<file path="src/rtl/serial_pkg.sv">
// Shared types and constants for the serial transmit scheduler.
// SERIAL_TX_PARITY_EN adds the PARITY state between DATA and STOP.
package serial_pkg;

    localparam int   DATA_BITS = 8;
    localparam logic START_BIT = 1'b0;
    localparam logic STOP_BIT  = 1'b1;

    typedef enum logic [2:0] {
        IDLE,
        START,
        DATA,
`ifdef SERIAL_TX_PARITY_EN
        PARITY,
`endif
        STOP,
        GAP
    } state_e;

endpackage

</file>
<file path="src/rtl/serial_tx_shifter.sv">
// Byte holding register: loads on grant, shifts LSB-first, keeps odd parity.
// SERIAL_TX_PARITY_EN exposes the parity bit.
module serial_tx_shifter
    import serial_pkg::*;
(
    input  logic                 clk,
    input  logic                 load_i,
    input  logic [DATA_BITS-1:0] data_i,
    input  logic                 shift_i,
`ifdef SERIAL_TX_PARITY_EN
    output logic                 parity_o,
`endif
    output logic                 bit_o
);

    logic [DATA_BITS-1:0] sh_q;

    always_ff @(posedge clk) begin
        if (load_i) begin
            sh_q <= data_i;
        end else if (shift_i) begin
            sh_q <= {1'b0, sh_q[DATA_BITS-1:1]};
        end
    end

    assign bit_o = sh_q[0];

`ifdef SERIAL_TX_PARITY_EN
    logic par_q;

    // Odd parity: computed once at load so shifting cannot disturb it.
    always_ff @(posedge clk) begin
        if (load_i) begin
            par_q <= ~^data_i;
        end
    end

    assign parity_o = par_q;
`endif

endmodule

</file>
<file path="src/rtl/serial_tx_sched.sv">
// Round-robin byte arbiter feeding a registered UART-style serial framer.
// SERIAL_TX_PARITY_EN inserts an odd-parity bit after the data bits.
module serial_tx_sched
    import serial_pkg::*;
#(
    parameter int NUM_REQ    = 4,
    parameter int GAP_CYCLES = 2
) (
    input  logic                 clk,
    input  logic                 rst,
    input  logic [NUM_REQ-1:0]   req_valid,
    input  logic [NUM_REQ*8-1:0] req_data,
    output logic [NUM_REQ-1:0]   req_ready,
    output logic                 ser_out,
    input  logic                 rx_done,
    output logic [2:0]           grant_id,
    output logic                 busy,
    output logic                 frame_err,
    output logic [15:0]          tx_count
);

    state_e       state_q, state_d;
    logic [2:0]   last_q, last_d, gid_q, gid_d;
    logic [3:0]   cnt_q, cnt_d;
    logic         ack_q, ack_d, ser_q, ser_d, err_q, err_d;
    logic [15:0]  txc_q, txc_d;

    logic [3:0]         rr_sh;
    logic [NUM_REQ-1:0] rr_rot, rr_low, rr_win;
    logic [7:0]         rr_win8;
    logic [2:0]         win_idx;
    logic [7:0]         win_byte;
    logic               xfer, shift, sh_bit;
`ifdef SERIAL_TX_PARITY_EN
    logic               sh_par;
`endif

    // Rotate so the search starts at last+1, isolate lowest set bit, rotate back.
    assign rr_sh    = {1'b0, last_q} + 4'd1;
    assign rr_rot   = NUM_REQ'({req_valid, req_valid} >> rr_sh);
    assign rr_low   = rr_rot & (-rr_rot);
    assign rr_win   = NUM_REQ'(({rr_low, rr_low} << rr_sh) >> NUM_REQ);
    assign rr_win8  = 8'(rr_win);
    assign win_idx  = {|(rr_win8 & 8'hF0), |(rr_win8 & 8'hCC), |(rr_win8 & 8'hAA)};
    assign win_byte = 8'(64'(req_data) >> {win_idx, 3'b000});

    assign req_ready = (state_q == IDLE && !rst) ? rr_win : '0;
    assign xfer      = |(req_valid & req_ready);

    serial_tx_shifter u_shifter (
        .clk      (clk),
        .load_i   (xfer),
        .data_i   (win_byte),
        .shift_i  (shift),
`ifdef SERIAL_TX_PARITY_EN
        .parity_o (sh_par),
`endif
        .bit_o    (sh_bit)
    );

    // ser_d is the bit for the state being entered, so ser_out lines up with state.
    always_comb begin
        state_d = state_q;
        last_d  = last_q;
        gid_d   = gid_q;
        cnt_d   = cnt_q;
        ack_d   = ack_q;
        ser_d   = STOP_BIT;
        err_d   = 1'b0;
        txc_d   = txc_q;
        shift   = 1'b0;
        case (state_q)
            IDLE: begin
                if (xfer) begin
                    state_d = START;
                    last_d  = win_idx;
                    gid_d   = win_idx;
                    ack_d   = 1'b0;
                    ser_d   = START_BIT;
                end
            end
            START: begin
                state_d = DATA;
                cnt_d   = '0;
                ser_d   = sh_bit;
                shift   = 1'b1;
            end
            DATA: begin
                if (cnt_q == 4'(DATA_BITS - 1)) begin
`ifdef SERIAL_TX_PARITY_EN
                    state_d = PARITY;
                    ser_d   = sh_par;
`else
                    state_d = STOP;
`endif
                end else begin
                    cnt_d = cnt_q + 4'd1;
                    ser_d = sh_bit;
                    shift = 1'b1;
                end
            end
`ifdef SERIAL_TX_PARITY_EN
            PARITY: state_d = STOP;
`endif
            STOP: begin
                state_d = GAP;
                cnt_d   = '0;
                ack_d   = ack_q | rx_done;
            end
            GAP: begin
                ack_d = ack_q | rx_done;
                if (cnt_q == 4'(GAP_CYCLES - 1)) begin
                    state_d = IDLE;
                    txc_d   = txc_q + 16'd1;
                    err_d   = ~(ack_q | rx_done);
                end else begin
                    cnt_d = cnt_q + 4'd1;
                end
            end
            default: state_d = IDLE;
        endcase
    end

    always_ff @(posedge clk) begin
        if (rst) begin
            state_q <= IDLE;
            last_q  <= 3'(NUM_REQ - 1);
            gid_q   <= '0;
            cnt_q   <= '0;
            ack_q   <= 1'b0;
            ser_q   <= STOP_BIT;
            err_q   <= 1'b0;
            txc_q   <= '0;
        end else begin
            state_q <= state_d;
            last_q  <= last_d;
            gid_q   <= gid_d;
            cnt_q   <= cnt_d;
            ack_q   <= ack_d;
            ser_q   <= ser_d;
            err_q   <= err_d;
            txc_q   <= txc_d;
        end
    end

    assign ser_out   = ser_q;
    assign grant_id  = gid_q;
    assign busy      = (state_q != IDLE);
    assign frame_err = err_q;
    assign tx_count  = txc_q;

endmodule
</file>
<file path="config.mk">
export PLATFORM = sky130hd
export DESIGN_NAME = serial_tx_sched
export DESIGN_NICKNAME = d
export VERILOG_FILES = /design/src/rtl/serial_pkg.sv /design/src/rtl/serial_tx_shifter.sv /design/src/rtl/serial_tx_sched.sv
export SDC_FILE = /design/constraint.sdc
export NUM_CORES = 1
export LEC_CHECK = 0
export CAP_MARGIN = 10
export CORE_ASPECT_RATIO = 1.4
export CORE_UTILIZATION = 50
export DETAILED_ROUTE_END_ITERATION = 6
export GPL_TIMING_DRIVEN = 0
export PLACE_DENSITY = 0.8
export SETUP_SLACK_MARGIN = 0.02
export SYNTH_ARGS = -nofsm -noshare
export SYNTH_HDL_FRONTEND = slang
export SYNTH_SLANG_ARGS = --single-unit
export TNS_END_PERCENT = 30
</file>
<file path="constraint.sdc">
create_clock -name clk -period 3.7 [get_ports clk]
set_input_delay 1.11 -clock clk [delete_from_list [all_inputs] [get_ports clk]]
set_output_delay 1.11 -clock clk [all_outputs]
set_load 0.05 [all_outputs]
</file>
==> results of run 1 <==
==> through the flow <==
stage | std cells | util (%) | worst slack, ps | hold WS [ps]
after floorplan | 320 | - | 34.9 | 461
after global placement | 448 | 66.0 | -1200 | 479
after detailed placement | 448 | 66.0 | -1210 | 491
after CTS | 464 | 70.0 | 43.9 | 503
after global routing | 464 | 70.3 | -44.6 | 529
final | 464 | 70.3 | 17.6 | 491
==> power breakdown <==
group,switching [µW],internal [µW]
combinational,968,672
clock,152,270
sequential,64.5,577
==> worst paths after layout <==
kind | end | from | slack [ps] | cells after the start
hold reg to reg | grant_id[0] | grant_id[0] | 490 | 2
setup / recovery | req_ready[1] | req_valid[2] | 20 | 9
setup reg to reg | u_shifter.sh_q[6] | last_q[1] | 660 | 8
hold / removal | grant_id[0] | grant_id[0] | 490 | 2
==> what timing repair did <==
| action | in CTS | in global routing |
|---|---|---|
| gates resized for setup | 43 | 6 |
| pin swaps | 4 | 0 |
| endpoints found under the setup margin | 12 | 12 |
| hold buffers | 0 | 0 |
| buffers inserted | 8 | 0 |
==> logic make-up (layout without fill, tap and decap cells) <==
logic type,after synthesis,count (layout)
AND/OR/NAND/NOR,137,137
other,1,1
buffers and inverters,33,111
XOR/XNOR,15,15
AO/OA/AOI/OAI,87,87
adder cells (fa/ha/maj),4,4
multiplexers,5,5
flip-flops,38,38
==> cell usage after synthesis, drive strengths merged, types with 2 or more instances <==
master and number:
or3 7, inv 9, a211o 2, a211oi 7, mux2i 2, xnor2 6, nand3 8, a21o 2
a221oi 6, o211ai 2, nand3b 2, nand4 16, nor3 8, o21ai 10, buf 15, edfxtp 8
and3 6, nand2b 5, xor2 9, nor2 31, dfxtp 30, nor2b 8, nand4b 2, o31ai 7
nand2 20, clkbuf 9, a22oi 2, and4 9, a31oi 10, a32oi 7, o21a 9, nor3b 9
ha 4, a311oi 2, a21oi 14, mux4 2
==> layout by cell type, fill, tap and decap left out, drive strengths merged, types with 10 or more instances in the layout <==
master         synthesis  routed
a21oi                 14      14
a31oi                 10      10
buf                   15      28
clkbuf                 9      16
clkdlybuf4s50          0      55
dfxtp                 30      30
nand2                 20      20
nand4                 16      16
nor2                  31      31
o21ai                 10      10
==> per-layer routing <==
layer | routed length, µm | up-vias
li1 | - | 1367
met1 | 2840 | 1346
met2 | 3800 | 116
met3 | 354 | 20
met4 | 189 | 0
met5 | 0 | -
==> state kept, by name (all words and copies together), names as in the netlist <==
name	flops
frame_err	1
tx_count	16
state_q	3
grant_id	2
last_q	2
ack_q	1
cnt_q	4
ser_out	1
u_shifter.sh_q	8
==> critical path, cell delays in order <==
cell,delay (ps)
buf_2,110
nand2b_1,130
mux4_2,510
buf_6,160
buf_8,120
nor2_4,110
a21oi_2,60
nor2_4,100
buf_8,150
==> layout make-up <==
class	count	area [µm²]
clock buffer	5	68.8
buffer	24	160
tap	66	82.6
timing repair buffer	70	661
inverter	9	33.8
clock inverter	3	68.8
sequential	38	841
fill	433	1550
multi-input combinational	249	1770
==> impl_metrics.toml, run 1 <==
[sta]
slew_headroom_pct = 46.4
worst_clock_skew_ps = 8.31
hold_viol_final = 0
fmax_mhz = 272
tightest_slew_ps = 801
slew_violations = 0
finalSetupViolations = 0
fin_setup_tns_ps = 0
post-route-min-period_ps = 3680
period_share_pct = 99.5
rsz0062_at_grt = "true"

[status]
status = "completed"

[floorplanning]
initial_core_util_pct = 52.3
core_um2 = 5240
fp.dieH_um = 89.5
ios = 65
die_area_um2 = 5780
rows = 31
die_w_um = 64.5

[clocking]
cts_sinks = 38
cts_max_path_buffers = 2
clkLatencyLatePin_ps = 290
cts_buffers = 5
clk_pin_slew_worst_paths_ps = 80
cts_root_buf = "clkbuf_8"
cts_tree = "built"
cts_max_level = 2

[synthesis]
synthXorXnorAreaFrac_pct = 4.80
synthMuxAreaShare_pct = 2.79
ys_seq_area_share_pct = 30.7
synth_warnings = 0
synthSimpleGateAreaFrac_pct = 28.7
synthesis.area_um2 = 2740
synthesis.nets = 363
synthArstFlopShare_pct = 0
synth_compound_area_share_pct = 24.6
synth_area_leader_cell = "dfxtp_1"
synth_top_area_share_pct = 21.9
synth_edf_count = 8
synth_fa_ha_area_share_pct = 1.83
yosys-top-cells-area = "dfxtp_1 22%, edfxtp_1 8.8%, nor2_1 4.3%, nand4_1 3.4%, o31ai_2 3.2%"
ys_seq_elements = 38
synthFlopType = "dfxtp_1"
synth_cells = 320
syn_area_per_cell_um2 = 8.55
synth_top_family_by_area = "simple AND/OR/NAND/NOR gates"
synth_cell_type_count = 61

[detailed_routing]
wl_per_cell_um = 15.5
drc = 0
dr.pass1.iters = 4
drt-initial-drc-count = 162
via_per_inst = 6.14
ant_nets = 0
wl_um = 7190
vias = 2849

[finish]
area_growth_pct = 34.6
layout-drive-gt1-share_pct = 17.1
n_antenna_cell = 0
final_nets = 440
final_area_um2 = 3680

[place]
hpwl_um = 5220
place_congestion = 0.924
dpl-instance-area_um2 = 3450
port_buffers = 62

[power]
finalPower_uw = 2700
p_leak_uw = 0.00131
cellPowerDensity_nw_per_um2 = 734
ir_drop_v = 0.000603

[setup_path]
critPathArrivalTime_ps = 2570
crit_fanout = 4
worstPathRequired_ps = 2590
crit_path_end_kind = "output port"
start_kind = "input port"
crit_type = "input port to output port"

[global_route]
grt_busiest_layer = "met2"
grt_overflow_total = 0
grt_pass1_wl_um = 11900
met1_usage_pct = 27.4
antenna_found_initial = 0
grt_use_met3_pct = 3.44
grt_max_degree = 14
grt_pass1_vias = 2680
track_usage_pct = 26.0
use_met2_pct = 50.4

[flow_run]
cap_violations = 0

[worst_hold_path]
hold_class = "flop to flop"
Note: power is estimated with default switching activity, not from simulation.
==> inputs of run 2 (changes only) <==
Settings changed: CORE_UTILIZATION 50 to 46, PLACE_DENSITY 0.8 to 0.78.
Clock period 3.7 ns to 3 ns, I/O delays scaled along.
==> run 2 against run 1 <==
Against the previous run:
- the flow now finishes with violations (setup timing)
- setup slack worse by 260 ps
- flip-flop and latch count stayed put
- sequential power is 23% higher
- global-route usage is 1.3 points lower
- wire length is 1.9% higher
- worst hold slack worse by 18 ps
==> impl_metrics.toml, run 2 (synthesis gave the netlist of run 1 again) <==
[status]
status = "finished, violations left"
violations = "setup timing"

[global_route]
track_usage_pct = 24.7
grt_overflow_total = 0
antenna_found_initial = 0
grt_max_degree = 14
grt_pass1_wl_um = 12100
grt_pass1_vias = 2586

[sta]
tightest_slew_ps = 528
period_share_pct = 108
hold_viol_final = 0
fin_setup_tns_ps = -1530
post-route-min-period_ps = 3240
finalSetupViolations = 19
fmax_mhz = 309
hold_slack_ps = 473
rsz0062_at_grt = "true"
slew_headroom_pct = 64.8
slew_violations = 0
worst_clock_skew_ps = 9.12
final.setup.worst_slack_ps = -240

[detailed_routing]
wl_per_cell_um = 15.5
wl_um = 7330
ant_nets = 0
dr.pass1.iters = 4
drt-initial-drc-count = 205
drc = 0
vias = 2839
via_per_inst = 5.99

[floorplanning]
die_w_um = 67.2
core_um2 = 5610
fp.dieH_um = 93.3
initial_core_util_pct = 48.8
rows = 32
ios = 65
die_area_um2 = 6270

[power]
cellPowerDensity_nw_per_um2 = 900
ir_drop_v = 0.000729
p_leak_uw = 0.00141
switchingPower_uw = 1530
clockPowerShare_pct = 14.9
netSwitchingFraction_pct = 43.6
power_frac_seq_pct = 22.5
combPwrFrac_pct = 62.6
p_int_uw = 1980

[finish]
final_common_cell = "clkdlybuf4s50_1"
n_antenna_cell = 0
final_nets = 448
largest_reg_flops = 16
layout-drive-gt1-share_pct = 21.9
mostFrequentLayoutCells = "53 x clkdlybuf4s50_1, 29 x dfxtp_1, 28 x nor2_1, 20 x nand2_1, 19 x buf_4"
area_growth_pct = 42.2
layoutNonFillerInstCount = 474

[setup_path]
crit_path_end_kind = "output port"
reg2reg_slack_ps = 130
critPathArrivalTime_ps = 2340
crit_fanout = 3
start_kind = "input port"
worstPathRequired_ps = 2100
crit_type = "input port to output port"
worstReg2RegStart = "last_q[0]"
crit_start = "req_valid[2]"

[clocking]
cts_max_level = 2
clk_pin_slew_worst_paths_ps = 80
cts_sinks = 38
cts_hold_buffers = 0
cts_max_path_buffers = 2
clkLatencyLatePin_ps = 290
cts_buffers = 5
cts_root_buf = "clkbuf_8"
cts_tree = "built"

[place]
port_buffers = 62
place_inst = 450
hpwl_um = 5180
place_congestion = 0.878

[flow_run]
cap_violations = 0

[worst_hold_path]
hold_class = "flop to flop"
hp-start = "grant_id[0]"
-- run 2: cell count changes in the layout (fill, tap and decap cells not counted), moves of 3 or more --
cell   delta
buf_2     -5
buf_4     +7
buf_6     +5
buf_8     +3
-- run 2: through the flow --
step | area, µm² | util [%] | worst slack [ps] | power [µW]
detailed placement | 3480 | 62.1 | -1380 | 2720
CTS | 3810 | 68.0 | -202 | 3390
global placement | 3480 | 62.1 | -1370 | 2700
finish | 3890 | 69.4 | -240 | 3500
floorplan | 2780 | - | -149 | 2280
global route | 3890 | 69.4 | -244 | 3690
-- run 2: layout make-up --
class	count	area (µm²)
multi-input combinational	249	1860
fill	464	1710
timing repair buffer	78	762
sequential	38	842
clock buffer	5	68.8
buffer	24	175
inverter	9	33.8
clock inverter	3	68.8
tap	68	85.1
-- run 2: path summary, 6_finish.rpt --
path / endpoint / depth (start not counted)
worst min-delay path: grant_id[0] / 2
worst max-delay path: req_ready[1] / 9
worst max register to register: u_shifter.sh_q[3] / 11
worst min register to register: grant_id[0] / 2
-- run 2: power by group through the flow --
stage | logic [µW] | registers [µW] | clock network, µW
6_report | 2190 | 790 | 520
3_3_place_gp | 1900 | 796 | 0
2_1_floorplan | 1440 | 836 | 0
5_1_grt | 2340 | 802 | 553
4_1_cts | 2070 | 788 | 528
3_5_place_dp | 1920 | 798 | 0
-- run 2: what timing repair did --
action / in CTS / in global routing
endpoints found under the setup margin: 25 / 21
setup buffers: 13 / 3
pin swaps: 15 / 5
resized for setup: 65 / 13
-- run 2: critical path: stages --
cell      delay (ps)
buf_6             90
nand2b_4         120
mux4_2           510
buf_6            150
buf_8            120
nor2_4           110
a21oi_4           50
nor2_4           120
buf_8            150
-- run 2: layer usage --
| layer | part of all wire, % | wire length (µm) | global-route usage [%] | up-vias |
|---|---|---|---|---|
| li1 | - | - | - | 1383 |
| met1 | 41 | 3030 | 29.0 | 1331 |
| met2 | 53 | 3870 | 44.8 | 116 |
| met3 | 4.5 | 327 | 2.93 | 9 |
| met4 | 1.4 | 103 | 8.16 | 0 |
| met5 | 0 | 0 | 0 | - |
